**config.mk**
```make
export PLATFORM = sky130hd
export DESIGN_NAME = dec_hazard_ctrl
export DESIGN_NICKNAME = d
export VERILOG_FILES = /design/src/rtl/dec_hazard_ctrl.sv
export SDC_FILE = /design/constraint.sdc
export NUM_CORES = 1
export LEC_CHECK = 0
export ABC_AREA = 1
export CAP_MARGIN = 5
export CORE_UTILIZATION = 30
export DETAILED_ROUTE_END_ITERATION = 6
export GPL_ROUTABILITY_DRIVEN = 0
export SYNTH_ARGS = -nofsm -noshare
export SYNTH_HDL_FRONTEND = slang
export SYNTH_SLANG_ARGS = --single-unit
```
**constraint.sdc**
```tcl
create_clock -name clk -period 2 [get_ports clk]
set_input_delay 0.2 -clock clk [delete_from_list [all_inputs] [get_ports clk]]
set_output_delay 0.2 -clock clk [all_outputs]
set_load 0.05 [all_outputs]
```
**src/rtl/dec_hazard_ctrl.sv**
```systemverilog
// ============================================================================
// Module      : dec_hazard_ctrl
// Description : Decode-stage interlock. A load scoreboard drives RAW/WAW and
//               load-budget stalls, and a counter sequences the post-jump flush.
// Revision    : 1.0 - initial release
// ============================================================================
`default_nettype none

module dec_hazard_ctrl #(
    parameter int NUM_REGS  = 32,
    parameter int MAX_PEND  = 4,
    parameter int FLUSH_CYC = 1
) (
    input  logic                          clk,
    input  logic                          rst,
    input  logic                          fetch_valid_i,
    input  logic [4:0]                    fetch_rs1_i,
    input  logic [4:0]                    fetch_rs2_i,
    input  logic [4:0]                    fetch_rd_i,
    input  logic                          fetch_use_rs1_i,
    input  logic                          fetch_use_rs2_i,
    input  logic                          fetch_we_i,
    input  logic                          fetch_ld_i,
    input  logic                          issue_i,
    input  logic [4:0]                    issue_rd_i,
    input  logic                          issue_ld_i,
    input  logic                          wb_we_i,
    input  logic [4:0]                    wb_rd_i,
    input  logic                          jump_i,
    output logic                          stall_o,
    output logic                          flush_o,
    output logic [$clog2(MAX_PEND+1)-1:0] pend_cnt_o,
    output logic [NUM_REGS-1:0]           sb_o,
    output logic [1:0]                    state_o
);

    localparam int PW = $clog2(MAX_PEND + 1);
    localparam int CW = (FLUSH_CYC > 1) ? $clog2(FLUSH_CYC) : 1;

    localparam logic [PW-1:0] c_pend_max   = PW'(MAX_PEND);
    localparam logic [PW-1:0] c_pend_one   = PW'(1);
    localparam logic [CW-1:0] c_flush_load = CW'(FLUSH_CYC - 1);
    localparam logic [CW-1:0] c_flush_one  = CW'(1);

    typedef enum logic [1:0] {
        ST_RUN   = 2'd0,
        ST_STALL = 2'd1,
        ST_FLUSH = 2'd2
    } state_t;

    state_t                r_state;
    logic [CW-1:0]         r_flush_cnt;
    logic [PW-1:0]         r_pend_cnt;
    logic [NUM_REGS-1:0]   r_sb;

    logic [NUM_REGS-1:0]   w_wb_mask;
    logic [NUM_REGS-1:0]   w_set_mask;
    logic [NUM_REGS-1:0]   w_sb_eff;
    logic                  w_wb_release;
    logic                  w_sb_set;
    logic                  w_pend_full;
    logic                  w_hazard;
    logic [PW-1:0]         w_pend_nxt;

    // x0 and indices beyond the tracked range always read as not pending.
    function automatic logic sb_bit(input logic [NUM_REGS-1:0] vec, input logic [4:0] idx);
        logic r;
        r = 1'b0;
        if ((idx != 5'd0) && (int'(idx) < NUM_REGS))
            r = vec[idx];
        return r;
    endfunction

    function automatic logic [NUM_REGS-1:0] onehot(input logic [4:0] idx);
        logic [NUM_REGS-1:0] r;
        r = '0;
        if ((idx != 5'd0) && (int'(idx) < NUM_REGS))
            r[idx] = 1'b1;
        return r;
    endfunction

    always_comb begin
        w_wb_mask    = wb_we_i ? onehot(wb_rd_i) : '0;
        w_sb_eff     = r_sb & ~w_wb_mask;
        w_wb_release = wb_we_i & sb_bit(r_sb, wb_rd_i);
        w_pend_full  = (r_pend_cnt == c_pend_max);
        w_sb_set     = issue_i & issue_ld_i & (issue_rd_i != 5'd0) & ~jump_i;
        w_set_mask   = w_sb_set ? onehot(issue_rd_i) : '0;

        // A same-cycle writeback of the blocking register clears the hazard.
        w_hazard = fetch_valid_i &
                   ((fetch_use_rs1_i & sb_bit(w_sb_eff, fetch_rs1_i)) |
                    (fetch_use_rs2_i & sb_bit(w_sb_eff, fetch_rs2_i)) |
                    (fetch_we_i      & sb_bit(w_sb_eff, fetch_rd_i))  |
                    (fetch_ld_i & w_pend_full & ~w_wb_release));

        w_pend_nxt = r_pend_cnt;
        case ({w_sb_set, w_wb_release})
            2'b10: if (r_pend_cnt != c_pend_max) w_pend_nxt = r_pend_cnt + c_pend_one;
            2'b01: if (r_pend_cnt != '0)         w_pend_nxt = r_pend_cnt - c_pend_one;
            default: w_pend_nxt = r_pend_cnt;
        endcase
    end

    always_ff @(posedge clk) begin
        if (rst) begin
            r_sb        <= '0;
            r_pend_cnt  <= '0;
            r_state     <= ST_RUN;
            r_flush_cnt <= '0;
        end else begin
            // Set after clear so a same-cycle reload of a register stays pending.
            r_sb       <= (r_sb & ~w_wb_mask) | w_set_mask;
            r_pend_cnt <= w_pend_nxt;

            case (r_state)
                ST_RUN: begin
                    if (jump_i) begin
                        r_state     <= ST_FLUSH;
                        r_flush_cnt <= c_flush_load;
                    end else if (w_hazard) begin
                        r_state <= ST_STALL;
                    end
                end
                ST_STALL: begin
                    if (jump_i) begin
                        r_state     <= ST_FLUSH;
                        r_flush_cnt <= c_flush_load;
                    end else if (!w_hazard) begin
                        r_state <= ST_RUN;
                    end
                end
                ST_FLUSH: begin
                    if (jump_i) begin
                        r_flush_cnt <= c_flush_load;
                    end else if (r_flush_cnt != '0) begin
                        r_flush_cnt <= r_flush_cnt - c_flush_one;
                    end else begin
                        r_state <= w_hazard ? ST_STALL : ST_RUN;
                    end
                end
                default: begin
                    r_state     <= ST_RUN;
                    r_flush_cnt <= '0;
                end
            endcase
        end
    end

    assign stall_o    = ~rst & (w_hazard | (r_state == ST_FLUSH) | jump_i);
    assign flush_o    = ~rst & (jump_i | (r_state == ST_FLUSH));
    assign pend_cnt_o = r_pend_cnt;
    assign sb_o       = r_sb;
    assign state_o    = r_state;

    a_no_pend_overflow: assert property (@(posedge clk) disable iff (rst)
        !(w_sb_set && w_pend_full && !w_wb_release));

endmodule

`default_nettype wire
```
==> results.toml, run 1 <==
[clocking]
cts_tree = "done"
clkSinkCount = 37
root_buffer = "clkbuf_8"
clock_latency_ps = 300
h-tree-depth = 2
cts_buffers = 5
clkTransAtPathRegs_ps = 80
cts_buffer_depth = 2

[power]
total_leakage_power_nw = 2.52
pwr-share-comb_pct = 30.1
irDropWorstVdd_mv = 0.246
p_clk_share_pct = 33.8
p_per_area_nw_per_um2 = 356
power_mw = 1.99
power.switching_uw = 643
p_seq_share_pct = 36.0
p_int_mw = 1.35
switching_share_pct = 32.3

[cells_and_area]
instances_no_fill = 913
antenna_cells = 0
synthToLayoutAreaGrowth_pct = 83.0
nNetsFinal = 818
fillerInstances = 989
final_util_pct = 56.9
layout-drive-gt1-share_pct = 37.7

[floorplan]
die_x_um = 103
core_um2 = 9820
io_pins = 75
initial_utilization_pct = 31.1
die-area_um2 = 10600
rows = 36
die_h_um = 103

[timing]
rsz0062_at_grt = "yes"
final_max_slew_viol_count = 0
fin_ws_ps = -251
worstMarginPinSlew_ps = 527
slew_headroom_pct = 64.6
hold_ws_ps = 468
setup_viol = 4
fmax_mhz = 444
finClkSkew_ps = 8.46
period_needed_ps = 2250
period_share_pct = 113
hold_viol = 0
finalSetupTns_ps = -817

[critical_path]
path_class = "reg2out"
worst-r2r-setup-slack_ps = -210
crit_chain = "inv_2 -> o22ai_2 -> o21ai_1 -> nand2_1 -> nor2_2 -> nand2_1 -> nand3b_1 -> buf_4 -> nand3_2 -> nand2_2 -> o21bai_4 -> nand2_2 -> buf_8"
startpoint = "sb_o[15]"
cpMaxStageDelayCell = "dfxtp_4"
reg2reg_depth = 15
cp.arrival_ps = 2050
max_stage_delay_ps = 360
cp-start-kind = "flop"
reg2reg_from = "sb_o[15]"
path_max_fanout = 2
timing.rr.end = "pend_cnt_o[2]"
critical_path_required_ps = 1800
critical_path.top_delay_family = "simple AND/OR/NAND/NOR gates"
path_buf_inv = 3
cp-end-kind = "output pin"

[yosys]
synth.area.top_cells = "dfxtp_1, nand2_1, nand3_1, a21oi_1, inv_1"
syn-num-nets = 591
synth-edff-count = 0
syn_inst = 552
ys_ff_latch = 37
yosysMostFrequentCell = "nand2_1"
yosysSeqAreaShare_pct = 24.3
synth_cell_types = 31
ys_warn_count = 0
yosys-top-cells-count = "nand2_1, nand3_1, inv_1"
async_reset_ff_share_pct = 0
yosys.area.top_type = "dfxtp_1"
ys.flop_type = "dfxtp_1"
avgSynthCellArea_um2 = 5.53
synth_top_area_share_pct = 24.3
syn_area_um2 = 3050

[hold_path]
holdPathStages = 2
min_from = "sb_o[0]"
whs_endpoint = "sb_o[0]"
hold_path.class = "reg2reg"

[global_routing]
grt.overflow.total = 0
antenna_found_initial = 0
grt.total_usage_pct = 27.1
grt_max_degree = 34
grt_pass1_wl_mm = 21.5
grt_pass1_vias = 4217

[route]
dr.pass1.iters = 5
wire_per_inst_um = 15.5
ant_nets = 0
drt-total-wl_mm = 14.1
num_vias = 4603
vias_per_cell = 5.04
remaining_drc_errors = 0
drt_iter0_drc = 444

[placement]
dpl.hpwl_mm = 10.8
dp_cells = 883
portBuffers = 74

[run_status]
outcome = "finished, violations left"
violations = "negative setup slack"

[flow_run]
drv_cap = 0
cell families (layout without fill, tap and decap cells):
kind of cell | after synthesis | after routing | synth area share (%)
buffers and inverters | 84 | 312 | 11.1
AOI/OAI and AO/OA | 90 | 90 | 16.5
xor gates and xnor gates | 1 | 1 | 0.287
adders and majority gates | 3 | 3 | 1.48
and+or+nand+nor | 337 | 337 | 46.4
DFF | 37 | 37 | 24.3
worst max-delay path by stage:
| stage | to | cells after the start |
|---|---|---|
| global route | pend_cnt_o[2] | 15 |
| finish | stall_o | 13 |
| global placement | pend_cnt_o[2] | 21 |
| detailed placement | pend_cnt_o[2] | 21 |
| floorplan | pend_cnt_o[2] | 15 |
| CTS | stall_o | 13 |
cell type report:
| cell class | instances | area, um2 | share of cell area [%] |
|---|---|---|---|
| tap | 133 | 166 | 2.98 |
| sequential | 37 | 843 | 15.1 |
| clock inverter | 2 | 38.8 | 0.694 |
| clock buffer | 6 | 72.6 | 1.30 |
| timing repair buffer | 233 | 1950 | 34.9 |
| inverter | 71 | 277 | 4.95 |
| multi-input combinational | 431 | 2240 | 40.1 |
per-layer routing:
| metal | GRT usage (%) | up-vias | part of all wire (%) |
|---|---|---|---|
| li1 | - | 2250 | - |
| met1 | 36.6 | 2081 | 42 |
| met2 | 45.0 | 240 | 47 |
| met3 | 4.20 | 32 | 9.0 |
| met4 | 7.04 | 0 | 2.2 |
| met5 | 0 | - | 0 |
sequential cells by signal (all words and copies together) (netlist names):
register,count
state_o,2
sb_o,32
pend_cnt_o,3
placed cells by master (no fill, tap or decap), drive strengths merged, types with 4 or more instances in the layout:
cell type      synthesis  layout
nand2                191     191
buf                    7     166
clkbuf                 6       7
a22oi                  8       8
o21ai                 21      21
o22ai                  4       4
dfxtp                 37      37
inv                   69      69
nand3                 82      82
nor2                  48      48
a21oi                 52      52
clkdlybuf4s50          0      63
nor3                  13      13
worst register-to-register path, cell delays in order (launching register included):
cell and delay, ps:
dfxtp_4 360, inv_2 40, o22ai_2 160, o21ai_1 100
nand2_1 100, nor2_2 40, nand2_1 70, nand3b_1 170
inv_1 100, ha_2 190, inv_2 50, fa_2 350
xnor2_2 130, nand2_1 80, o21ai_1 120, a21oi_1 50
power by group through the flow:
stage	Sequential [mW]	Clock [mW]	Combinational, mW
detailed placement	0.734	0	0.518
finish	0.717	0.674	0.600
global placement	0.734	0	0.512
CTS	0.717	0.678	0.561
floorplan	0.758	0	0.240
global route	0.718	0.716	0.650
stage by stage:
step | setup slack [ps] | area, um2
after floorplan | -49.8 | 3170
after global placement | -913 | 5020
after global routing | -332 | 5590
after CTS | -169 | 5420
final | -251 | 5590
after detailed placement | -981 | 5020
timing repair:
item | 4_1_cts | 5_1_grt
gates resized for setup | 93 | 32
pin swaps | 21 | 18
hold buffers | 0 | 0
endpoints found under the setup margin | 5 | 4
buffers inserted | 13 | 9
(Power assumes the default switching activity.)
==> run 2: changes to the inputs <==
- CORE_MARGIN: default -> 2
- CTS_BUF_LIST: default -> sky130_fd_sc_hd__clkbuf_8 sky130_fd_sc_hd__clkbuf_16
==> run 2 against run 1 <==
The run still ends with negative setup slack left. Sequential cell count did not move. Largest power group unchanged. First-iteration DRC count decreased by 0.45%. Non-clock buffer count up 5. Hold slack is essentially flat. Sequential power about the same. Clock-buffer cell count down 1.
==> results.toml, run 2 (synthesis gave the netlist of run 1 again) <==
[cells_and_area]
layout_common_cells = "nand2_1, buf_4, nand3_1"
final_common_cell = "nand2_1"
final_util_pct = 58.9
synthToLayoutAreaGrowth_pct = 89.4
fillerInstances = 932
largest_register_ffs = 32
layout-drive-gt1-share_pct = 38.5
design_area_um2 = 5780
antenna_cells = 0
nNetsFinal = 823

[placement]
dpl.hpwl_mm = 10.9
placed_cell_area_um2 = 5050
portBuffers = 74

[clocking]
h-tree-depth = 2
root_buffer = "clkbuf_8"
clock_latency_ps = 300
clkSinkCount = 37
cts_buffers = 5
cts_tree = "done"
clkTransAtPathRegs_ps = 80
cts_buffer_depth = 2

[critical_path]
path_max_fanout = 6
cp.depth = 18
critical_path.top_delay_family = "simple AND/OR/NAND/NOR gates"
max_stage_delay_ps = 160
cp.arrival_ps = 2020
critical_path_required_ps = 1800
crit_chain = "buf_4 -> clkinv_4 -> nor2_2 -> buf_6 -> buf_6 -> nand2_2 -> buf_4 -> nand3_1 -> nand3_1 -> nand2_1 -> a21oi_1 -> nand3_1 -> nand2_1 -> nand2_1 -> nand2_2 -> o21bai_4 -> nand2_2 -> buf_8"
worst-r2r-setup-slack_ps = -170
cp-start-kind = "input pin"
cpMaxStageDelayCell = "buf_8"
cp-end-kind = "output pin"
reg2reg_depth = 15
path_buf_inv = 6
path_class = "in2out"

[flow_run]
drv_cap = 0

[route]
num_vias = 4665
wire_per_inst_um = 15.9
drt-total-wl_mm = 14.6
ant_nets = 0
drt_iter0_drc = 442
remaining_drc_errors = 0
vias_per_cell = 5.08
dr.pass1.iters = 5

[power]
irDropWorstVdd_mv = 0.223
p_per_area_nw_per_um2 = 349
power_mw = 2.02
total_leakage_power_nw = 2.61

[timing]
worstMarginPinSlew_ps = 566
fmax_mhz = 450
period_share_pct = 111
period_needed_ps = 2220
fin_ws_ps = -223
hold_viol = 0
setup_viol = 2
final_max_slew_viol_count = 0
rsz0062_at_grt = "yes"
finClkSkew_ps = 5.69
slew_headroom_pct = 62.0

[hold_path]
holdPathStages = 2
hold_path.class = "reg2reg"

[global_routing]
grt.total_usage_pct = 25.7
grt_pass1_vias = 4314
grt_pass1_wl_mm = 22.3
antenna_found_initial = 0
grt_max_degree = 34
grt.overflow.total = 0

[floorplan]
initial_utilization_pct = 31.1
rows = 36
die_h_um = 105
io_pins = 75
die_x_um = 105
die-area_um2 = 11000
core_um2 = 9820

[run_status]
violations = "negative setup slack"
outcome = "finished, violations left"
[run 2: cell count changes in the layout (fill, tap and decap cells not counted), moves of 4 or more]
cell,previous run,this run
a21oi_2,8,4
a21oi_4,2,6
a22oi_1,0,5
a22oi_2,8,3
buf_6,10,14
inv_2,18,12
nand3_1,75,69
nand3_2,6,12
[run 2: cell type report]
class                      instances  area, um2  share of cell area, %
clock buffer                       5       68.8                   1.19
clock inverter                     3       42.5                  0.736
inverter                          71        295                   5.11
multi-input combinational        431       2330                   40.4
sequential                        37        843                   14.6
tap                              133        166                   2.88
timing repair buffer             238       2030                   35.1
[run 2: worst paths after layout]
kind,from,to
worst max-delay path,wb_we_i,stall_o
worst min-delay path,sb_o[0],sb_o[0]
worst max register to register,sb_o[15],pend_cnt_o[2]
worst min register to register,sb_o[0],sb_o[0]
[run 2: metrics by stage]
step,hold slack (ps),TNS [ps],std cells,worst slack [ps]
final,468,-393,918,-223
after detailed placement,452,-3630,886,-860
after global routing,490,-886,918,-336
after CTS,465,-263,905,-141
after global placement,449,-3430,886,-782
after floorplan,323,-49.8,552,-49.8
[run 2: layer usage]
| metal | vias to the layer above | global-route usage [%] | routed length (um) |
|---|---|---|---|
| li1 | 2262 | - | - |
| met5 | - | 0 | 0 |
| met1 | 2076 | 32.9 | 5810 |
| met3 | 50 | 3.56 | 1410 |
| met2 | 277 | 42.3 | 6760 |
| met4 | 0 | 12.2 | 666 |
[run 2: timing repair]
item / 4_1_cts / 5_1_grt
gates resized for setup: 98 / 65
hold buffers: 0 / 0
buffers inserted: 12 / 13
pin swaps: 21 / 31
setup endpoints to repair: 5 / 4
[run 2: where the power goes]
part,total (mW),switching (mW),internal [mW]
Combinational,0.641,0.359,0.282
Clock,0.660,0.291,0.369
Sequential,0.717,0.00715,0.710
Total,2.02,0.657,1.36
[run 2: worst reg2reg max path, delay by kind of cell (launching register included)]
kind | cells | cell delay, ps
simple gates | 5 | 380
buf+inv | 3 | 210
fa+ha+maj | 2 | 510
flops | 1 | 350
xor+xnor | 1 | 130
compound gates | 4 | 480
==> run 3: changes to the inputs <==
- DONT_BUFFER_PORTS: default -> 1
==> run 3 against run 2 <==
The flow still finishes with violations (negative setup slack). Routed wire length shrank 0.53%. Non-clock buffer count shrank 80. Largest power group unchanged. Sequential power is essentially flat. Critical path type is now reg2out. Final cell count shrank 8.7%. Sequential share of layout area grew 2.6 points. Global-route usage shrank 0.36 points. Clock power shrank 12%. Worst setup slack gained 30 ps. Clock skew grew 3.1 ps. Core utilization shrank 8.9 points. Combinational power shrank 34%. First-iteration DRC count grew 27%.
==> results.toml, run 3 (synthesis gave the netlist of run 1 again) <==
[placement]
portBuffers = 0
dpl.hpwl_mm = 10.7

[cells_and_area]
final_util_pct = 50.0
nNetsFinal = 743
layout-drive-gt1-share_pct = 35.6
synthToLayoutAreaGrowth_pct = 60.9
final_common_cell = "nand2_1"
largest_register_ffs = 32
antenna_cells = 0
layout_common_cells = "nand2_1, buf_4, nand3_1"

[power]
total_leakage_power_nw = 2.31
p_clk_share_pct = 33.7
p_per_area_nw_per_um2 = 350
pwr-share-comb_pct = 24.7
p_int_mw = 1.11
p_seq_share_pct = 41.5
irDropWorstVdd_mv = 0.288
power.switching_uw = 606
power_mw = 1.72
switching_share_pct = 35.2

[clocking]
cts_buffers = 5
clock_latency_ps = 310
clkTransAtPathRegs_ps = 80
root_buffer = "clkbuf_8"
cts_buffer_depth = 2
cts_tree = "done"
clkSinkCount = 37
h-tree-depth = 2

[run_status]
violations = "negative setup slack"
outcome = "finished, violations left"

[hold_path]
whs_endpoint = "state_o[1]"
min_from = "jump_i"
hold_path.class = "in2reg"
holdPathStages = 2

[critical_path]
cp-start-kind = "flop"
path_class = "reg2out"
cp-end-kind = "output pin"
critical_path_required_ps = 1800
cp.arrival_ps = 1990
worst-r2r-setup-slack_ps = -120
path_max_fanout = 2
reg2reg_from = "sb_o[15]"
timing.rr.end = "pend_cnt_o[2]"
reg2reg_depth = 15

[floorplan]
die-area_um2 = 11000
rows = 36
initial_utilization_pct = 31.1
core_um2 = 9820
die_h_um = 105
die_x_um = 105
io_pins = 75

[timing]
period_needed_ps = 2190
fmax_mhz = 456
setup_viol = 2
final_max_slew_viol_count = 0
period_share_pct = 110
finalSetupTns_ps = -318
rsz0062_at_grt = "yes"
hold_viol = 0
hold_ws_ps = 16.2
worstMarginPinSlew_ps = 638
slew_headroom_pct = 57.3
fin_ws_ps = -193
finClkSkew_ps = 8.80

[route]
drt-total-wl_mm = 14.6
remaining_drc_errors = 0
dr.pass1.iters = 6
drt_iter0_drc = 562
wire_per_inst_um = 17.4
num_vias = 4470
vias_per_cell = 5.33
ant_nets = 0

[global_routing]
grt_max_degree = 24
grt.total_usage_pct = 25.3
grt.overflow.total = 0
grt_pass1_wl_mm = 21.9
grt_pass1_vias = 4083
antenna_found_initial = 0

[flow_run]
drv_cap = 0
[run 3: metrics by stage]
stage               std cells  setup slack (ps)  cell area [um2]
floorplan                 552             -49.8             3170
global placement          800              -228             4230
detailed placement        800              -274             4230
CTS                       833              -150             4700
global route              838              -289             4910
finish                    838              -193             4910
[run 3: layout make-up]
cell class | instances | area (um2)
Timing Repair Buffer | 158 | 1340
Inverter | 71 | 267
Fill cell | 1020 | 4910
Clock inverter | 3 | 21.3
Sequential cell | 37 | 846
Multi-Input combinational cell | 431 | 2210
Clock buffer | 5 | 68.8
Tap cell | 133 | 166
[run 3: worst max-delay path: stages (launching register included)]
cell,delay (ps)
dfxtp_4,360
inv_2,40
buf_4,120
a21oi_1,180
nand2_1,80
nand3_1,90
nand3_1,110
nand2_1,100
nand3_1,90
nand2_1,100
nand2_1,70
nand2_2,70
o21bai_4,70
nand2_2,70
buf_8,140
[run 3: per-layer routing]
metal	track usage (%)	wire length (um)	vias to the layer above
met2	40.2	6450	283
met3	7.49	1670	55
li1	-	-	2097
met1	31.6	5640	2035
met5	0	0	-
met4	11.3	791	0
[run 3: what timing repair did]
| action | in CTS | in global routing |
|---|---|---|
| pin swaps | 19 | 26 |
| endpoints found under the hold margin | 33 | 0 |
| gates resized for setup | 37 | 47 |
| buffers inserted | 5 | 7 |
| endpoints found under the setup margin | 3 | 4 |
| hold buffers | 22 | 0 |
[run 3: how the worst max path moves through the flow]
stage	startpoint	to	depth (start not counted)
2_1_floorplan	sb_o[19]	pend_cnt_o[2]	15
3_3_place_gp	wb_rd_i[1]	stall_o	14
3_5_place_dp	wb_rd_i[1]	pend_cnt_o[2]	18
4_1_cts	sb_o[11]	stall_o	15
5_1_grt	wb_rd_i[1]	stall_o	15
6_report	sb_o[19]	stall_o	14
[run 3: power groups by stage]
stage | Combinational (mW) | Sequential, mW | Clock [mW]
4_1_cts | 0.393 | 0.714 | 0.581
3_3_place_gp | 0.359 | 0.733 | 0
2_1_floorplan | 0.240 | 0.758 | 0
6_report | 0.426 | 0.715 | 0.580
3_5_place_dp | 0.364 | 0.733 | 0
5_1_grt | 0.461 | 0.716 | 0.611
